<file path="config.mk">
export PLATFORM = sky130hd
export DESIGN_NAME = alu_seq_flat
export DESIGN_NICKNAME = d
export VERILOG_FILES = /design/src/rtl/alu_seq_if.sv /design/src/rtl/alu_seq.sv /design/src/flat_wrapper.sv
export SDC_FILE = /design/constraint.sdc
export NUM_CORES = 1
export LEC_CHECK = 0
export ABC_AREA = 1
export BUFFER_PORTS_ARGS = -buffer_cell sky130_fd_sc_hd__buf_4
export CAP_MARGIN = 20
export CORE_ASPECT_RATIO = 1.5
export CORE_MARGIN = 2
export CORE_UTILIZATION = 54
export DETAILED_ROUTE_END_ITERATION = 7
export GPL_TIMING_DRIVEN = 0
export HOLD_SLACK_MARGIN = 0.06
export PLACE_DENSITY = 0.85
export RECOVER_POWER = 50
export SYNTH_ARGS = -nofsm -noshare
export SYNTH_HDL_FRONTEND = slang
export SYNTH_SLANG_ARGS = --single-unit
</file>
<file path="constraint.sdc">
create_clock -name clk -period 3.45 [get_ports clk]
set_clock_uncertainty 0.15 [all_clocks]
set_input_delay 0 -clock clk [delete_from_list [all_inputs] [get_ports clk]]
set_output_delay 0 -clock clk [all_outputs]
set_load 0.05 [all_outputs]
</file>
<file path="src/rtl/alu_seq_if.sv">
// Request/response bundle between an ALU_SEQ client and the sequential ALU.
// The client side issues operations and accepts results; the ALU side serves them.
interface alu_seq_if #(
  parameter int WIDTH = 16
);
  logic             in_valid;
  logic             in_ready;
  logic [WIDTH-1:0] a_in;
  logic [WIDTH-1:0] b_in;
  logic [3:0]       select;
  logic             carry_in;
  logic             out_valid;
  logic             out_ready;
  logic [WIDTH-1:0] agg;
  logic             V;
  logic             C;
  logic             N;
  logic             Z;
  logic             X;
  logic             set_VC;

  modport master (
    output in_valid, a_in, b_in, select, carry_in, out_ready,
    input  in_ready, out_valid, agg, V, C, N, Z, X, set_VC
  );

  modport slave (
    input  in_valid, a_in, b_in, select, carry_in, out_ready,
    output in_ready, out_valid, agg, V, C, N, Z, X, set_VC
  );
endinterface

</file>
<file path="src/rtl/alu_seq.sv">
// Sequential ALU: single-cycle logic/arithmetic ops, bit-serial shifts and a
// shift-add multiplier, behind a valid/ready request and result handshake.
// Results and flags are held in DONE until the consumer takes them.
module alu_seq #(
  parameter int WIDTH = 16,
  parameter int SHW   = $clog2(WIDTH)
) (
  input logic      clk,
  input logic      reset,
  alu_seq_if.slave bus
);

  // Counter must be able to hold WIDTH itself (MUL and saturated shifts).
  localparam int CW  = $clog2(WIDTH + 1);
  localparam int MSB = WIDTH - 1;

  localparam logic [3:0] OP_NOT = 4'd0;
  localparam logic [3:0] OP_AND = 4'd1;
  localparam logic [3:0] OP_OR  = 4'd2;
  localparam logic [3:0] OP_XOR = 4'd3;
  localparam logic [3:0] OP_ADD = 4'd4;
  localparam logic [3:0] OP_SUB = 4'd5;
  localparam logic [3:0] OP_ADC = 4'd6;
  localparam logic [3:0] OP_SBC = 4'd7;
  localparam logic [3:0] OP_SHL = 4'd8;
  localparam logic [3:0] OP_SHR = 4'd9;
  localparam logic [3:0] OP_ASR = 4'd10;
  localparam logic [3:0] OP_MUL = 4'd11;

  typedef enum logic [1:0] {IDLE, RUN, DONE} state_t;

  state_t           state;
  state_t           next_state;

  logic [3:0]       op_q;
  logic [WIDTH-1:0] a_q;
  logic [WIDTH-1:0] work_q;
  logic [WIDTH-1:0] lo_q;
  logic [CW-1:0]    cnt_q;

  logic [WIDTH-1:0] agg_q;
  logic             v_q, c_q, n_q, z_q, x_q, vc_q;

  logic             accept;
  logic             is_shift;
  logic             is_mul;
  logic             goes_run;
  logic [SHW-1:0]   shamt;
  logic [CW-1:0]    shamt_sat;
  logic [WIDTH:0]   ext;
  logic [WIDTH-1:0] imm_res;
  logic             imm_c, imm_v, imm_vc;

  logic [WIDTH:0]   madd;
  logic [WIDTH-1:0] step_work;
  logic [WIDTH-1:0] step_lo;
  logic             step_c;
  logic             last_step;

  logic [WIDTH-1:0] fin_res;
  logic             fin_c, fin_v, fin_vc;
  logic             load_result;

  // Decode the incoming request and compute every single-cycle result.
  always_comb begin
    shamt = bus.b_in[SHW-1:0];
    if (32'(shamt) >= 32'(WIDTH)) shamt_sat = CW'(WIDTH);
    else                          shamt_sat = CW'(shamt);

    is_shift = (bus.select == OP_SHL) || (bus.select == OP_SHR) || (bus.select == OP_ASR);
    is_mul   = (bus.select == OP_MUL);
    goes_run = is_mul || (is_shift && (shamt != '0));
    accept   = bus.in_valid && (state == IDLE);

    ext     = '0;
    imm_res = '0;
    imm_c   = 1'b0;
    imm_v   = 1'b0;
    imm_vc  = 1'b1;
    case (bus.select)
      OP_NOT: begin imm_res = ~bus.a_in;            imm_vc = 1'b0; end
      OP_AND: begin imm_res = bus.a_in & bus.b_in;  imm_vc = 1'b0; end
      OP_OR:  begin imm_res = bus.a_in | bus.b_in;  imm_vc = 1'b0; end
      OP_XOR: begin imm_res = bus.a_in ^ bus.b_in;  imm_vc = 1'b0; end
      OP_ADD, OP_ADC: begin
        ext     = {1'b0, bus.a_in} + {1'b0, bus.b_in}
                + {{WIDTH{1'b0}}, (bus.select == OP_ADC) & bus.carry_in};
        imm_res = ext[MSB:0];
        imm_c   = ext[WIDTH];
        imm_v   = (bus.a_in[MSB] == bus.b_in[MSB]) && (bus.a_in[MSB] != ext[MSB]);
      end
      OP_SUB, OP_SBC: begin
        ext     = {1'b0, bus.a_in} - {1'b0, bus.b_in}
                - {{WIDTH{1'b0}}, (bus.select == OP_SBC) & bus.carry_in};
        imm_res = ext[MSB:0];
        imm_c   = ext[WIDTH];
        imm_v   = (bus.a_in[MSB] != bus.b_in[MSB]) && (bus.a_in[MSB] != ext[MSB]);
      end
      OP_SHL, OP_SHR, OP_ASR: imm_res = bus.a_in;
      OP_MUL: imm_res = '0;
      default: begin imm_res = '0; imm_vc = 1'b0; end
    endcase
  end

  // One iteration of the serial shifter or of the shift-add multiplier.
  always_comb begin
    step_work = work_q;
    step_lo   = lo_q;
    step_c    = 1'b0;
    madd      = '0;
    case (op_q)
      OP_SHL: begin step_c = work_q[MSB]; step_work = {work_q[MSB-1:0], 1'b0}; end
      OP_SHR: begin step_c = work_q[0];   step_work = {1'b0, work_q[MSB:1]}; end
      OP_ASR: begin step_c = work_q[0];   step_work = {work_q[MSB], work_q[MSB:1]}; end
      OP_MUL: begin
        madd      = {1'b0, work_q} + (lo_q[0] ? {1'b0, a_q} : {(WIDTH+1){1'b0}});
        step_work = madd[WIDTH:1];
        step_lo   = {madd[0], lo_q[MSB:1]};
      end
      default: ;
    endcase
    last_step = (state == RUN) && (cnt_q == CW'(1));
  end

  // Pick the value that lands in the result registers on a finishing edge.
  always_comb begin
    if (state == RUN) begin
      fin_v  = 1'b0;
      fin_vc = 1'b1;
      if (op_q == OP_MUL) begin
        fin_res = step_lo;
        fin_c   = |step_work;
      end else begin
        fin_res = step_work;
        fin_c   = step_c;
      end
    end else begin
      fin_res = imm_res;
      fin_c   = imm_c;
      fin_v   = imm_v;
      fin_vc  = imm_vc;
    end
    load_result = (accept && !goes_run) || last_step;
  end

  // Control state register.
  always_ff @(posedge clk) begin
    if (reset) state <= IDLE;
    else       state <= next_state;
  end

  // Next-state logic: one-cycle ops skip RUN, results wait in DONE for the consumer.
  always_comb begin
    next_state = state;
    case (state)
      IDLE: if (bus.in_valid) next_state = goes_run ? RUN : DONE;
      RUN:  if (cnt_q == CW'(1)) next_state = DONE;
      DONE: if (bus.out_ready) next_state = IDLE;
      default: next_state = IDLE;
    endcase
  end

  // Operand capture, iteration registers and registered result/flags.
  always_ff @(posedge clk) begin
    if (reset) begin
      op_q   <= '0;
      a_q    <= '0;
      work_q <= '0;
      lo_q   <= '0;
      cnt_q  <= '0;
      agg_q  <= '0;
      v_q    <= 1'b0;
      c_q    <= 1'b0;
      n_q    <= 1'b0;
      z_q    <= 1'b0;
      x_q    <= 1'b0;
      vc_q   <= 1'b0;
    end else begin
      if (accept) begin
        op_q   <= bus.select;
        a_q    <= bus.a_in;
        work_q <= is_mul ? '0 : bus.a_in;
        lo_q   <= bus.b_in;
        if (!goes_run)   cnt_q <= '0;
        else if (is_mul) cnt_q <= CW'(WIDTH);
        else             cnt_q <= shamt_sat;
      end else if (state == RUN) begin
        work_q <= step_work;
        lo_q   <= step_lo;
        cnt_q  <= cnt_q - CW'(1);
      end
      if (load_result) begin
        agg_q <= fin_res;
        v_q   <= fin_v;
        c_q   <= fin_c;
        n_q   <= fin_res[MSB];
        z_q   <= (fin_res == '0);
        x_q   <= &fin_res;
        vc_q  <= fin_vc;
      end
    end
  end

  assign bus.in_ready  = (state == IDLE);
  assign bus.out_valid = (state == DONE);
  assign bus.agg       = agg_q;
  assign bus.V         = v_q;
  assign bus.C         = c_q;
  assign bus.N         = n_q;
  assign bus.Z         = z_q;
  assign bus.X         = x_q;
  assign bus.set_VC    = vc_q;

endmodule

</file>
<file path="src/flat_wrapper.sv">
// flat-port wrapper written by rule: the top's interface ports become plain ports
module alu_seq_flat 
#(
  parameter int WIDTH = 16,
  parameter int SHW   = $clog2(WIDTH)
)
  (clk, reset, bus_in_valid, bus_a_in, bus_b_in, bus_select, bus_carry_in, bus_out_ready, bus_in_ready, bus_out_valid, bus_agg, bus_V, bus_C, bus_N, bus_Z, bus_X, bus_set_VC);
  alu_seq_if #(.WIDTH(WIDTH)) bus_i ();
  input logic clk;
  input logic reset;
  input wire logic [$bits(bus_i.in_valid)-1:0] bus_in_valid;
  input wire logic [$bits(bus_i.a_in)-1:0] bus_a_in;
  input wire logic [$bits(bus_i.b_in)-1:0] bus_b_in;
  input wire logic [$bits(bus_i.select)-1:0] bus_select;
  input wire logic [$bits(bus_i.carry_in)-1:0] bus_carry_in;
  input wire logic [$bits(bus_i.out_ready)-1:0] bus_out_ready;
  output wire logic [$bits(bus_i.in_ready)-1:0] bus_in_ready;
  output wire logic [$bits(bus_i.out_valid)-1:0] bus_out_valid;
  output wire logic [$bits(bus_i.agg)-1:0] bus_agg;
  output wire logic [$bits(bus_i.V)-1:0] bus_V;
  output wire logic [$bits(bus_i.C)-1:0] bus_C;
  output wire logic [$bits(bus_i.N)-1:0] bus_N;
  output wire logic [$bits(bus_i.Z)-1:0] bus_Z;
  output wire logic [$bits(bus_i.X)-1:0] bus_X;
  output wire logic [$bits(bus_i.set_VC)-1:0] bus_set_VC;
  assign bus_i.in_valid = bus_in_valid;
  assign bus_i.a_in = bus_a_in;
  assign bus_i.b_in = bus_b_in;
  assign bus_i.select = bus_select;
  assign bus_i.carry_in = bus_carry_in;
  assign bus_i.out_ready = bus_out_ready;
  assign bus_in_ready = bus_i.in_ready;
  assign bus_out_valid = bus_i.out_valid;
  assign bus_agg = bus_i.agg;
  assign bus_V = bus_i.V;
  assign bus_C = bus_i.C;
  assign bus_N = bus_i.N;
  assign bus_Z = bus_i.Z;
  assign bus_X = bus_i.X;
  assign bus_set_VC = bus_i.set_VC;
  alu_seq #(.WIDTH(WIDTH), .SHW(SHW)) u_core (.clk(clk), .reset(reset), .bus(bus_i));
endmodule
</file>
==> summary.txt, run 1 <==
Yosys
  • YS warnings: 0
  • Part of the Yosys area used for sequential elements: 0.187
  • Synth area leader: nand2_1
  • Synth Area in XOR/XNOR: 0.00205
  • Post-Synth Simple-Gate Area: 0.386
  • Mapped Nets: 1615
  • Ranking of synthesized cells by area: nand2_1 (21%), dfxtp_1 (19%), ha_1 (12%)
  • Post-synth EDFFs: 0
  • Post-synthesis mux area share: 0
  • Area share of the largest cell type after synthesis: 0.205
  • Top_reg_cell synth: dfxtp_1
  • Mapped Avg Cell Area: 5.74 µm²
  • Synth Area in Adders: 0.129
  • Async set-or-reset flop fraction in the synthesized netlist: 0
  • Post-synth cell types: 39
  • FF+latch count, synth: 80
  • Top cells by count, synth: nand2_1 (468), inv_1 (219), nand3_1 (141)
  • Post-synthesis cell count: between 1000 and 1500
  • Compound-Gate Fraction of Synth Area: 0.171
  • Most common cell in the synthesized netlist: nand2_1
  • Combinational family with the most area after synthesis: simple AND/OR/NAND/NOR gates
  • Post-Syn Area: 8550 µm²

Worst hold path
  • Worst Hold Path EP: u_core.cnt_q[0]
  • Hold WC Path Type: input pin to flop
  • Min-Delay Path Depth: 5
  • Hold Path Origin: bus_select[3]

Setup path
  • Data required, critical path: 3.56 ns
  • Worst reg2reg setup slack: approximately 0.25 ns
  • Worst-path fanout max: 6
  • CP endpoint kind: flop
  • CP arrival: 3.39 ns
  • Kind of critical path: input pin to flop
  • Reg-to-Reg Start: u_core.op_q[2]
  • Reg2Reg Depth: 16
  • FF-to-FF End: u_core.bus.X
  • Worst Setup Start Kind: input pin

Timing
  • Unrepaired setup endpoints after global routing: true
  • Setup TNS: 0 ns
  • Min cycle time layout: 3.29 ns
  • Fmax: around 0.30 GHz
  • Hold Fails Final Rpt: 0
  • Final Max Slew Viols: 0
  • Period utilisation layout: 0.952
  • Slew headroom: 0.442
  • Setup violations, final: 0
  • Actual slew at the worst max-slew pin: around 0.83 ns

Die
  • Initial Utilization: 0.550
  • Chip height: about 160 µm
  • Top-Level Pins: 65
  • Horiz. Die Dim: 107 µm
  • DIE AREA: roughly 17000 µm²
  • Core ar.: between 15000 and 20000 µm²
  • Std cell rows: 56

Placed design
  • Gpl congestion: 1.05
  • DP HPWL: between 20000 and 25000 µm
  • I/O Buffers: 63

Flow run
  • Max-cap violations: 0

Power and ir drop
  • Leakage: slightly above 5 nW
  • Pwr Total: 3.41 mW
  • VDD IR max: between 0.2 and 0.25 mV
  • Power density over the cells: around 340 nW/µm²

GRT
  • First-pass GRT wire length: 48500 µm
  • Grt total ovfl: 0
  • Vias in the first global route: between 10000 and 15000
  • Initial antenna violation count: 0
  • Largest net degree at the start of global routing: 16
  • Total track usage: 0.367

Cells and area
  • Nets: 1729
  • Layout cells sized above 1: 0.0703
  • Register area: 1600 µm²
  • Fill cells: between 1500 and 2000
  • Area added between synthesis and finish: 16.1%
  • Area of the multi-input gates: between 5000 and 6000 µm²

Drt
  • DRC viols: 0
  • Post-route ant nets: 0
  • Vias per cell: approximately 5.8
  • Final wirelength: 31300 µm
  • Drt first pass iters: 8
  • Initial DRC Count: between 900 and 1000
  • Wire per inst: 17.3 µm
  • Vias: between 10000 and 15000

CTS
  • Sink Count: 80
  • Clock Tree Buf Depth: 2
  • CTS tree: yes
  • Worst-Skew Late Latency: between 0.3 and 0.4 ns
  • Root Driver: clkbuf_16
  • Worst-path clk slew: approximately 0.06 ns
  • H-tree depth: 3
  • Num CTS Buffers: 9

Outcome
  • Status: finished, final reports clean
-- layout by cell type, fill, tap and decap left out, types with 10 or more instances in the layout --
| master | count |
|---|---|
| nand2_1 | 465 |
| inv_1 | 218 |
| nand3_1 | 137 |
| nor2_1 | 108 |
| a21oi_1 | 104 |
| ha_1 | 80 |
| dfxtp_1 | 79 |
| o21ai_0 | 66 |
| clkbuf_1 | 59 |
| buf_4 | 45 |
| dlygate4sd3_1 | 38 |
| o22ai_1 | 30 |
| nand4_1 | 20 |
| nand3b_1 | 14 |
| a31oi_1 | 11 |
| a211oi_1 | 11 |
| nor3_1 | 10 |
-- layer usage --
metal,vias up,track usage,wire length (µm)
met5,-,0,0
met4,0,0.275,2530
met3,179,0.0527,2030
met2,534,0.678,15500
met1,4691,0.367,11300
li1,5053,-,-
-- cells by family after synthesis --
| kind of cell | Yosys count |
|---|---|
| simple gates | 785 |
| buf+inv | 278 |
| compound gates | 259 |
| fa+ha+maj | 85 |
| flops | 80 |
| xor+xnor | 2 |
-- worst max-delay path, stage by stage --
cell	delay, ns
dlygate4sd3_1	0.55
buf_4	0.15
nand2_2	0.09
inv_1	0.12
nand3_1	0.11
fa_2	0.56
inv_1	0.05
ha_1	0.17
inv_1	0.05
nand2_1	0.06
nand2_1	0.08
nand2_1	0.08
nand2_2	0.10
nand2_2	0.11
nand2_1	0.12
nand2_1	0.07
nand2_1	0.08
nand3_1	0.10
nand3_1	0.12
nand2_1	0.07
nand2_2	0.12
nand3_1	0.10
nor2_1	0.10
nand3_1	0.08
a21oi_1	0.15
-- through the flow --
| stage | utilization | hold slack [ns] | std cells | area (µm²) | worst slack [ns] |
|---|---|---|---|---|---|
| floorplan | - | 0.0171 | 1489 | 8550 | 0.762 |
| global placement | 0.596 | 0.165 | 1755 | 9280 | 0.191 |
| detailed placement | 0.596 | 0.172 | 1755 | 9280 | 0.124 |
| CTS | 0.639 | 0.115 | 1809 | 9940 | 0.0559 |
| global route | 0.638 | 0.133 | 1811 | 9930 | -0.0519 |
| finish | 0.638 | 0.112 | 1812 | 9930 | 0.165 |
-- cell type report --
| type | instances | area share |
|---|---|---|
| Antenna cell | 1 | 0.000252 |
| Multi-Input combinational cell | 1131 | 0.598 |
| Tap cell | 203 | 0.0256 |
| Clock inverter | 7 | 0.00542 |
| Inverter | 228 | 0.0862 |
| Clock buffer | 9 | 0.0227 |
| Buffer | 49 | 0.0209 |
| Timing Repair Buffer | 104 | 0.0791 |
| Sequential cell | 80 | 0.161 |
-- worst max path at each step --
stage                         from           end  cells past startpoint
finish               bus_select[1]  u_core.bus.X                     25
CTS                  bus_select[2]  u_core.bus.Z                     21
global route         bus_select[1]  u_core.bus.Z                     21
detailed placement  u_core.lo_q[0]  u_core.bus.Z                     22
floorplan           u_core.lo_q[0]  u_core.bus.Z                     22
global placement    u_core.lo_q[0]  u_core.bus.Z                     22
-- timing repair --
| item | 4_1_cts | 5_1_grt |
|---|---|---|
| setup endpoints to repair | 0 | 10 |
| hold buffers | 38 | 0 |
| resized for setup | 0 | 22 |
| hold endpoints to repair | 50 | 0 |
| buffers inserted | 0 | 3 |
-- power by group --
group / switching [mW] / internal (mW)
sequential: 0.0754 / 1.01
combinational: 0.961 / 0.454
clock: 0.415 / 0.494
total: 1.45 / 1.96
-- sequential cells by signal, indices dropped and copies added (netlist names) --
signal	count
u_core.bus.X	1
u_core.cnt_q	5
u_core.bus.agg	15
u_core.a_q	16
u_core.bus.V	1
u_core.work_q	16
u_core.bus.N	1
u_core.lo_q	16
u_core.state	2
u_core.op_q	4
u_core.bus.set_VC	1
u_core.bus.C	1
u_core.bus.Z	1
Note: power is estimated with default switching activity, not from simulation.
==> run 2: changes to the inputs <==
--- a/config.mk
+++ b/config.mk
@@ -6,15 +6,15 @@
 export NUM_CORES = 1
 export LEC_CHECK = 0
 export ABC_AREA = 1
-export BUFFER_PORTS_ARGS = -buffer_cell sky130_fd_sc_hd__buf_4
+export BUFFER_PORTS_ARGS = -buffer_cell sky130_fd_sc_hd__buf_2
 export CAP_MARGIN = 20
 export CORE_ASPECT_RATIO = 1.5
 export CORE_MARGIN = 2
-export CORE_UTILIZATION = 54
+export CORE_UTILIZATION = 50
 export DETAILED_ROUTE_END_ITERATION = 7
 export GPL_TIMING_DRIVEN = 0
 export HOLD_SLACK_MARGIN = 0.06
-export PLACE_DENSITY = 0.85
+export PLACE_DENSITY = 0.8
 export RECOVER_POWER = 50
 export SYNTH_ARGS = -nofsm -noshare
 export SYNTH_HDL_FRONTEND = slang
==> summary.txt, run 2 (same netlist as run 1, synthesis figures left out) <==
GRT
  • Largest net degree at the start of global routing: 15 (-1)
  • Initial antenna violation count: 0 (unchanged)
  • Vias in the first global route: 9755 (-2.8%)
  • First-pass GRT wire length: 47500 µm (-2.1%)
  • Grt total ovfl: 0 (unchanged)
  • Total track usage: 0.326 (-0.0407)

Power and ir drop
  • Sw Pwr: 1.43 mW (-1.4%)
  • VDD IR max: 0.252 mV (+13%)
  • Leakage: 5.08 nW (-1.1%)
  • Combinational share of power: 0.397 (-0.018)
  • Sw Ratio: 0.412 (-0.0142)
  • Power density over the cells: 354 nW/µm² (+3.2%)
  • Part of the power in the clock network: 0.292 (+0.025)
  • Sequential share of power: 0.311 (-0.007)
  • Int Pwr: 2.05 mW (+4.6%)

Drt
  • Vias: 10300 (-1.7%)
  • Vias per cell: 5.67 (-1.8%)
  • Drt first pass iters: 7 (-1)
  • Final wirelength: 30500 µm (-2.7%)
  • Initial DRC Count: 1000 (+7.0%)
  • DRC viols: 0 (unchanged)
  • Wire per inst: 16.8 µm (-2.8%)
  • Post-route ant nets: 0 (unchanged)

CTS
  • Worst-path clk slew: 0.06 ns (about the same)
  • Worst-Skew Late Latency: 0.35 ns (about the same)
  • Root Driver: clkbuf_16
  • Sink Count: 80 (unchanged)
  • Num CTS Buffers: 9 (unchanged)
  • Clock Tree Buf Depth: 2 (unchanged)
  • CTS tree: yes
  • H-tree depth: 3 (unchanged)

Timing
  • Slew headroom: 0.455 (+0.0136)
  • WHS: 0.0745 ns (-0.0379 ns)
  • Hold Fails Final Rpt: 0 (unchanged)
  • Unrepaired setup endpoints after global routing: false
  • Setup TNS: 0 ns (unchanged)
  • Fmax: 0.300 GHz (-1.6%)
  • Actual slew at the worst max-slew pin: 0.817 ns (-0.0140 ns)
  • Min cycle time layout: 3.34 ns (+0.0527 ns)
  • Setup violations, final: 0 (unchanged)
  • Final Max Slew Viols: 0 (unchanged)
  • Period utilisation layout: 0.968 (+0.0153)

Setup path
  • Crit path max-delay family: compound AO/OA/AOI/OAI gates
  • Worst Setup Start Kind: input pin
  • Max incr delay on CP: 0.54 ns (-0.02 ns)
  • CP arrival: 3.46 ns (+0.07 ns)
  • Kind of critical path: input pin to flop
  • CP cell instances: dlygate4sd3_1, buf_2, inv_1, ha_1, ha_1, a21oi_1, o21ai_0, a21oi_1, nand3b_1, nand3_1, nand3_1, a21oi_1, nand4_1, nor2_1, nor2_1, nor2_1
  • Crit path buffers/inverters: 3 (-2)
  • CP max stage cell: dlygate4sd3_1
  • CP endpoint kind: flop
  • Worst-path fanout max: 8 (+2)
  • Data required, critical path: 3.57 ns (about the same)

Die
  • DIE AREA: 18200 µm² (+7.7%)
  • Chip height: 164 µm (+3.8%)
  • Initial Utilization: 0.510 (-0.0396)
  • Horiz. Die Dim: 111 µm (+3.8%)
  • Top-Level Pins: 65 (unchanged)
  • Std cell rows: 58 (+3.6%)
  • Core ar.: 16800 µm² (+7.8%)

Cells and area
  • Diode count: 0 (-1)
  • Commonest non-fill, non-tap cells in the layout: nand2_1 (469), inv_1 (218), nand3_1 (140), nor2_1 (110), a21oi_1 (107)
  • Largest regs: u_core.a_q x16, u_core.lo_q x16, u_core.work_q x16
  • Area added between synthesis and finish: 14.8%
  • Nets: 1725 (-0.23%)
  • Layout cells sized above 1: 0.0623 (-0.00793)
  • Most common cell after layout, fill and taps aside: nand2_1

Placed design
  • DP HPWL: 24100 µm (-0.37%)
  • I/O Buffers: 63 (unchanged)
  • Gpl congestion: 1.03 (-1.6%)

Flow run
  • Max-cap violations: 0 (unchanged)

Outcome
  • Status: finished, final reports clean

Worst hold path
  • Hold WC Path Type: input pin to flop
run 2: changes by cell type in the layout (fill, tap and decap cells not counted), moves of 2 or more:
cell	previous run	this run
nand2_1	465	469
buf_2	9	48
buf_4	45	3
nand2_2	9	5
ha_1	80	78
nor2_1	108	110
clkinv_2	2	0
clkbuf_8	0	2
a21oi_1	104	107
a21oi_2	3	0
nand3_2	4	1
nand3_1	137	140
run 2: final cells by class:
type,instances,area (µm²)
Buffer,49,208
Clock buffer,11,253
Clock inverter,5,63.8
Fill cell,1654,6950
Inverter,228,860
Multi-Input combinational cell,1131,5910
Sequential cell,80,1600
Tap cell,210,263
Timing Repair Buffer,100,656
run 2: per-stage QoR:
stage	instance area [µm²]	setup slack, ns	power, mW	utilization	instances
2_1_floorplan	8550	0.762	2.02	-	1489
3_5_place_dp	9130	0.0164	2.39	0.544	1762
3_3_place_gp	9130	0.0489	2.37	0.544	1762
6_report	9820	0.112	3.48	0.586	1814
5_1_grt	9820	0.00385	3.65	0.586	1814
4_1_cts	9810	0.0232	3.42	0.585	1815
run 2: worst register-to-register path, cell delays in order, from the launching register on:
cell,delay [ns]
dfxtp_2,0.38
nand2_1,0.09
inv_1,0.05
ha_1,0.24
fa_1,0.46
nand2_1,0.10
nand2_1,0.10
nand2_1,0.07
nand2_1,0.04
nand3_1,0.05
nand3_1,0.07
nand2_1,0.12
nor2_1,0.06
nor2_1,0.36
nand2_1,0.11
nor2_1,0.11
nand3_1,0.09
nor2_1,0.10
nand4_1,0.09
nor2_1,0.16
nor2_1,0.05
nor2_1,0.08
run 2: power groups by stage:
stage / clock, mW / combinational (mW) / sequential, mW
floorplan: 0 / 0.862 / 1.15
global placement: 0 / 1.28 / 1.09
detailed placement: 0 / 1.30 / 1.09
CTS: 1.00 / 1.34 / 1.07
global route: 1.05 / 1.51 / 1.09
finish: 1.02 / 1.38 / 1.08
run 2: path summary, 6_finish.rpt:
kind / startpoint / endpoint / slack, ns / cells past startpoint
setup / recovery: bus_a_in[8] / u_core.bus.Z / 0.11 / 16
hold / removal: bus_b_in[9] / u_core.lo_q[9] / 0.07 / 7
setup reg to reg: u_core.lo_q[0] / u_core.bus.Z / 0.24 / 21
hold reg to reg: u_core.a_q[14] / u_core.a_q[14] / 0.32 / 2
run 2: what timing repair did:
| item | in CTS | in global routing |
|---|---|---|
| hold buffers | 37 | 0 |
| hold endpoints to repair | 47 | 0 |
| setup endpoints to repair | 0 | 7 |
| gates resized for setup | 0 | 12 |
| setup buffers | 0 | 0 |
run 2: per-layer routing:
metal / vias to the layer above / wire length [µm] / global-route usage
met2: 515 / 15200 / 0.615
met5: - / 0 / 0
met4: 0 / 2540 / 0.252
met3: 157 / 1860 / 0.0229
li1: 5054 / - / -
met1: 4554 / 10900 / 0.333
==> run 3: changes to the inputs <==
--- a/config.mk
+++ b/config.mk
@@ -5,12 +5,12 @@
 export SDC_FILE = /design/constraint.sdc
 export NUM_CORES = 1
 export LEC_CHECK = 0
-export ABC_AREA = 1
 export BUFFER_PORTS_ARGS = -buffer_cell sky130_fd_sc_hd__buf_2
 export CAP_MARGIN = 20
 export CORE_ASPECT_RATIO = 1.5
 export CORE_MARGIN = 2
 export CORE_UTILIZATION = 50
+export CTS_CLUSTER_DIAMETER = 120
 export DETAILED_ROUTE_END_ITERATION = 7
 export GPL_TIMING_DRIVEN = 0
 export HOLD_SLACK_MARGIN = 0.06
==> constraint.sdc (replaced) <==
create_clock -name clk -period 3.1 [get_ports clk]
set_clock_uncertainty 0.15 [all_clocks]
set_input_delay 0 -clock clk [delete_from_list [all_inputs] [get_ports clk]]
set_output_delay 0 -clock clk [all_outputs]
set_load 0.05 [all_outputs]
==> summary.txt, run 3 <==
Setup path
  • Worst-path fanout max: 7 (-1)
  • CP endpoint kind: flop
  • CP max stage cell: dfxtp_4
  • Data required, critical path: 3.17 ns (-0.40 ns)
  • CP arrival: 3.43 ns (-0.03 ns)
  • Kind of critical path: flop to flop
  • Worst Setup Start Kind: flop
  • Max incr delay on CP: 0.38 ns (-0.16 ns)
  • CP cell instances: and2_4, ha_4, fa_2, a211oi_4, buf_4, o21bai_1, a21oi_1, xor2_1, nor2_1, nor4_2, nand4_1, o41ai_4, o21ai_1

Yosys
  • Top_reg_cell synth: dfxtp_1
  • Post-Syn Area: 8240 µm² (-3.6%)
  • Mapped Avg Cell Area: 7.27 µm² (+27%)
  • Part of the Yosys area used for sequential elements: 0.194 (+0.00700)
  • FF+latch count, synth: 80 (unchanged)
  • Post-synthesis cell count: 1133 (-24%)
  • Post-synth EDFFs: 0 (unchanged)
  • Most common cell in the synthesized netlist: nor2_1
  • Synth area leader: dfxtp_1
  • Async set-or-reset flop fraction in the synthesized netlist: 0 (unchanged)
  • Area share of the largest cell type after synthesis: 0.194 (-0.0112)
  • Top cells by count, synth: nor2_1 (126), a21oi_1 (108), nand2_1 (107)
  • Mapped Nets: 1259 (-22%)
  • Ranking of synthesized cells by area: dfxtp_1 (19%), ha_1 (12%), a21oi_1 (6.6%)
  • YS warnings: 0 (unchanged)
  • Post-synth cell types: 84 (+120%)

Timing
  • Min cycle time layout: between 3 and 4 ns
  • Slew headroom: 0.319 (-0.136)
  • Actual slew at the worst max-slew pin: 1.02 ns (+0.200 ns)
  • Final Max Slew Viols: 0 (unchanged)
  • Setup TNS: -2.34 ns (-2.34 ns)
  • Hold Fails Final Rpt: 0 (unchanged)
  • Fmax: a little under 0.3 GHz
  • WHS: 0.123 ns (+0.0487 ns)
  • Setup violations, final: 29 (+29)
  • Unrepaired setup endpoints after global routing: true
  • Period utilisation layout: 1.08
  • Worst Setup Slack, final: -0.260 ns (-0.372 ns)

Die
  • Top-Level Pins: 65 (unchanged)
  • DIE AREA: 17500 µm² (-3.5%)
  • Chip height: 161 µm (-1.8%)
  • Horiz. Die Dim: 109 µm (-1.8%)
  • Std cell rows: 57 (-1.7%)
  • Initial Utilization: 0.509 (-0.000920)
  • Core ar.: 16200 µm² (-3.4%)

GRT
  • Top Usage Layer GRT: met2
  • Met3 usage: 0.0670 (+0.0441)
  • First-pass GRT wire length: 50900 µm (+7.1%)
  • M1 GR Usage: 0.412 (+0.0796)
  • Grt total ovfl: 0 (unchanged)
  • Initial antenna violation count: 0 (unchanged)
  • Largest net degree at the start of global routing: 20 (+5)
  • GR Layer Usage met2: 0.642 (+0.0266)
  • Total track usage: 0.380 (+0.0545)
  • Vias in the first global route: 9370 (-3.9%)

Drt
  • Post-route ant nets: 0 (unchanged)
  • Wire per inst: 23.1 µm (+37%)
  • DRC viols: 2 (+2)
  • Initial DRC Count: 1121 (+12%)
  • Drt first pass iters: 8 (+1)
  • Vias: 9780 (-4.9%)
  • Final wirelength: 34200 µm (+12%)
  • Vias per cell: 6.61 (+17%)

Power and ir drop
  • Pwr Total: 4.19 mW (+21%)
  • Power density over the cells: 407 nW/µm² (+15%)
  • Leakage: 4.13 nW (-19%)
  • VDD IR max: 0.317 mV (+26%)

CTS
  • Clock Tree Buf Depth: 2 (unchanged)
  • CTS tree: yes
  • H-tree depth: 3 (unchanged)
  • Worst-Skew Late Latency: 0.35 ns (about the same)
  • Num CTS Buffers: 9 (unchanged)
  • Root Driver: clkbuf_16
  • Sink Count: 80 (unchanged)
  • Worst-path clk slew: 0.07 ns (about the same)

Placed design
  • I/O Buffers: 63 (unchanged)
  • Post-placement setup slack: -0.982 ns (-0.999 ns)
  • Gpl congestion: 0.995 (-3.4%)
  • DP HPWL: 25100 µm (+3.9%)

Outcome
  • Status: finished, violations left
  • Failing checks: DRC, setup timing

Cells and area
  • Commonest non-fill, non-tap cells in the layout: nor2_1 (123), nand2_1 (107), a21oi_1 (105), dfxtp_1 (76), ha_1 (70)
  • Largest regs: u_core.a_q x16, u_core.lo_q x16, u_core.work_q x16
  • Diode count: 0 (unchanged)
  • Area added between synthesis and finish: 25.1%
  • Area of the multi-input gates: 6660 µm² (+13%)
  • Nets: 1394 (-19%)
  • Fill cells: 1473 (-11%)
  • Register area: 1610 µm² (+0.39%)
  • Most common cell after layout, fill and taps aside: nor2_1
  • Layout cells sized above 1: 0.165 (+0.103)

Flow run
  • Max-cap violations: 0 (unchanged)

Worst hold path
  • Hold WC Path Type: input pin to flop
==> run 3: cell count changes after synthesis, sizes merged, moves of 13 or more <==
| cell | change |
|---|---|
| nand2 | -367 |
| inv | -165 |
| nand3 | -120 |
| o22ai | -25 |
| nor3 | +20 |
| mux2i | +19 |
| a211oi | +18 |
| a21o | +18 |
| and2 | +17 |
| a222oi | +15 |
| xnor2 | +15 |
| clkbuf | +14 |
| nor3b | +13 |
==> run 3: metrics by stage <==
| step | instance area, µm² | cells | util |
|---|---|---|---|
| 3_5_place_dp | 8940 | 1402 | 0.552 |
| 2_1_floorplan | 8360 | 1133 | - |
| 3_3_place_gp | 8940 | 1402 | 0.552 |
| 5_1_grt | 10300 | 1479 | 0.637 |
| 4_1_cts | 10100 | 1468 | 0.621 |
| 6_report | 10300 | 1479 | 0.637 |
==> run 3: repair_timing <==
action | CTS | global route
pin swaps | 39 | 37
hold endpoints to repair | 56 | 0
resized for setup | 85 | 49
hold buffers | 36 | 0
endpoints found under the setup margin | 35 | 34
buffers inserted | 18 | 11
==> run 3: per-layer routing <==
layer  vias up  wire length, µm
li1       4441                -
met4         0             2950
met5         -                0
met3       191             2490
met2       575            16500
met1      4573            12200
==> run 3: worst max-delay path, delay by kind of cell, from the launching register on <==
kind | cells | cell delay, ns
adder cells (fa/ha/maj) | 2 | 0.52
XOR/XNOR | 1 | 0.17
flip-flops | 1 | 0.38
AO/OA/AOI/OAI | 5 | 1.00
buffers and inverters | 1 | 0.17
AND/OR/NAND/NOR | 4 | 0.84
==> run 3: worst paths after layout <==
kind | to | slack (ns) | cells past startpoint | startpoint
worst min-delay path | u_core.op_q[2] | 0.12 | 5 | bus_select[2]
worst max-delay path | u_core.bus.C | -0.26 | 13 | u_core.lo_q[0]
worst max register to register | u_core.bus.C | -0.26 | 13 | u_core.lo_q[0]
worst min register to register | u_core.a_q[1] | 0.30 | 2 | u_core.a_q[1]
==> run 3: report_power, final <==
part	internal (mW)	leakage [nW]	switching (mW)
combinational	0.653	3.31	1.10
clock	0.724	0.160	0.504
sequential	1.12	0.660	0.0968
total	2.49	4.13	1.70
==> run 3: kinds of logic (layout without fill, tap and decap cells) <==
family,after synthesis,after routing,synth area share
AOI/OAI and AO/OA,374,374,0.305
xor gates and xnor gates,27,27,0.0287
DFF,80,80,0.194
adders and majority gates,86,86,0.135
buffers and inverters,135,275,0.0650
muxes,24,24,0.0304
and+or+nand+nor,407,407,0.242
==> run 3: layout make-up <==
type / instances / share of cell area
clock buffers: 9 / 0.0218
inverters: 62 / 0.0226
flip-flops and latches: 80 / 0.156
well taps: 206 / 0.0250
repair buffers: 128 / 0.0860
multi-input cells: 918 / 0.645
plain buffers: 69 / 0.0329
clock inverters: 7 / 0.0104
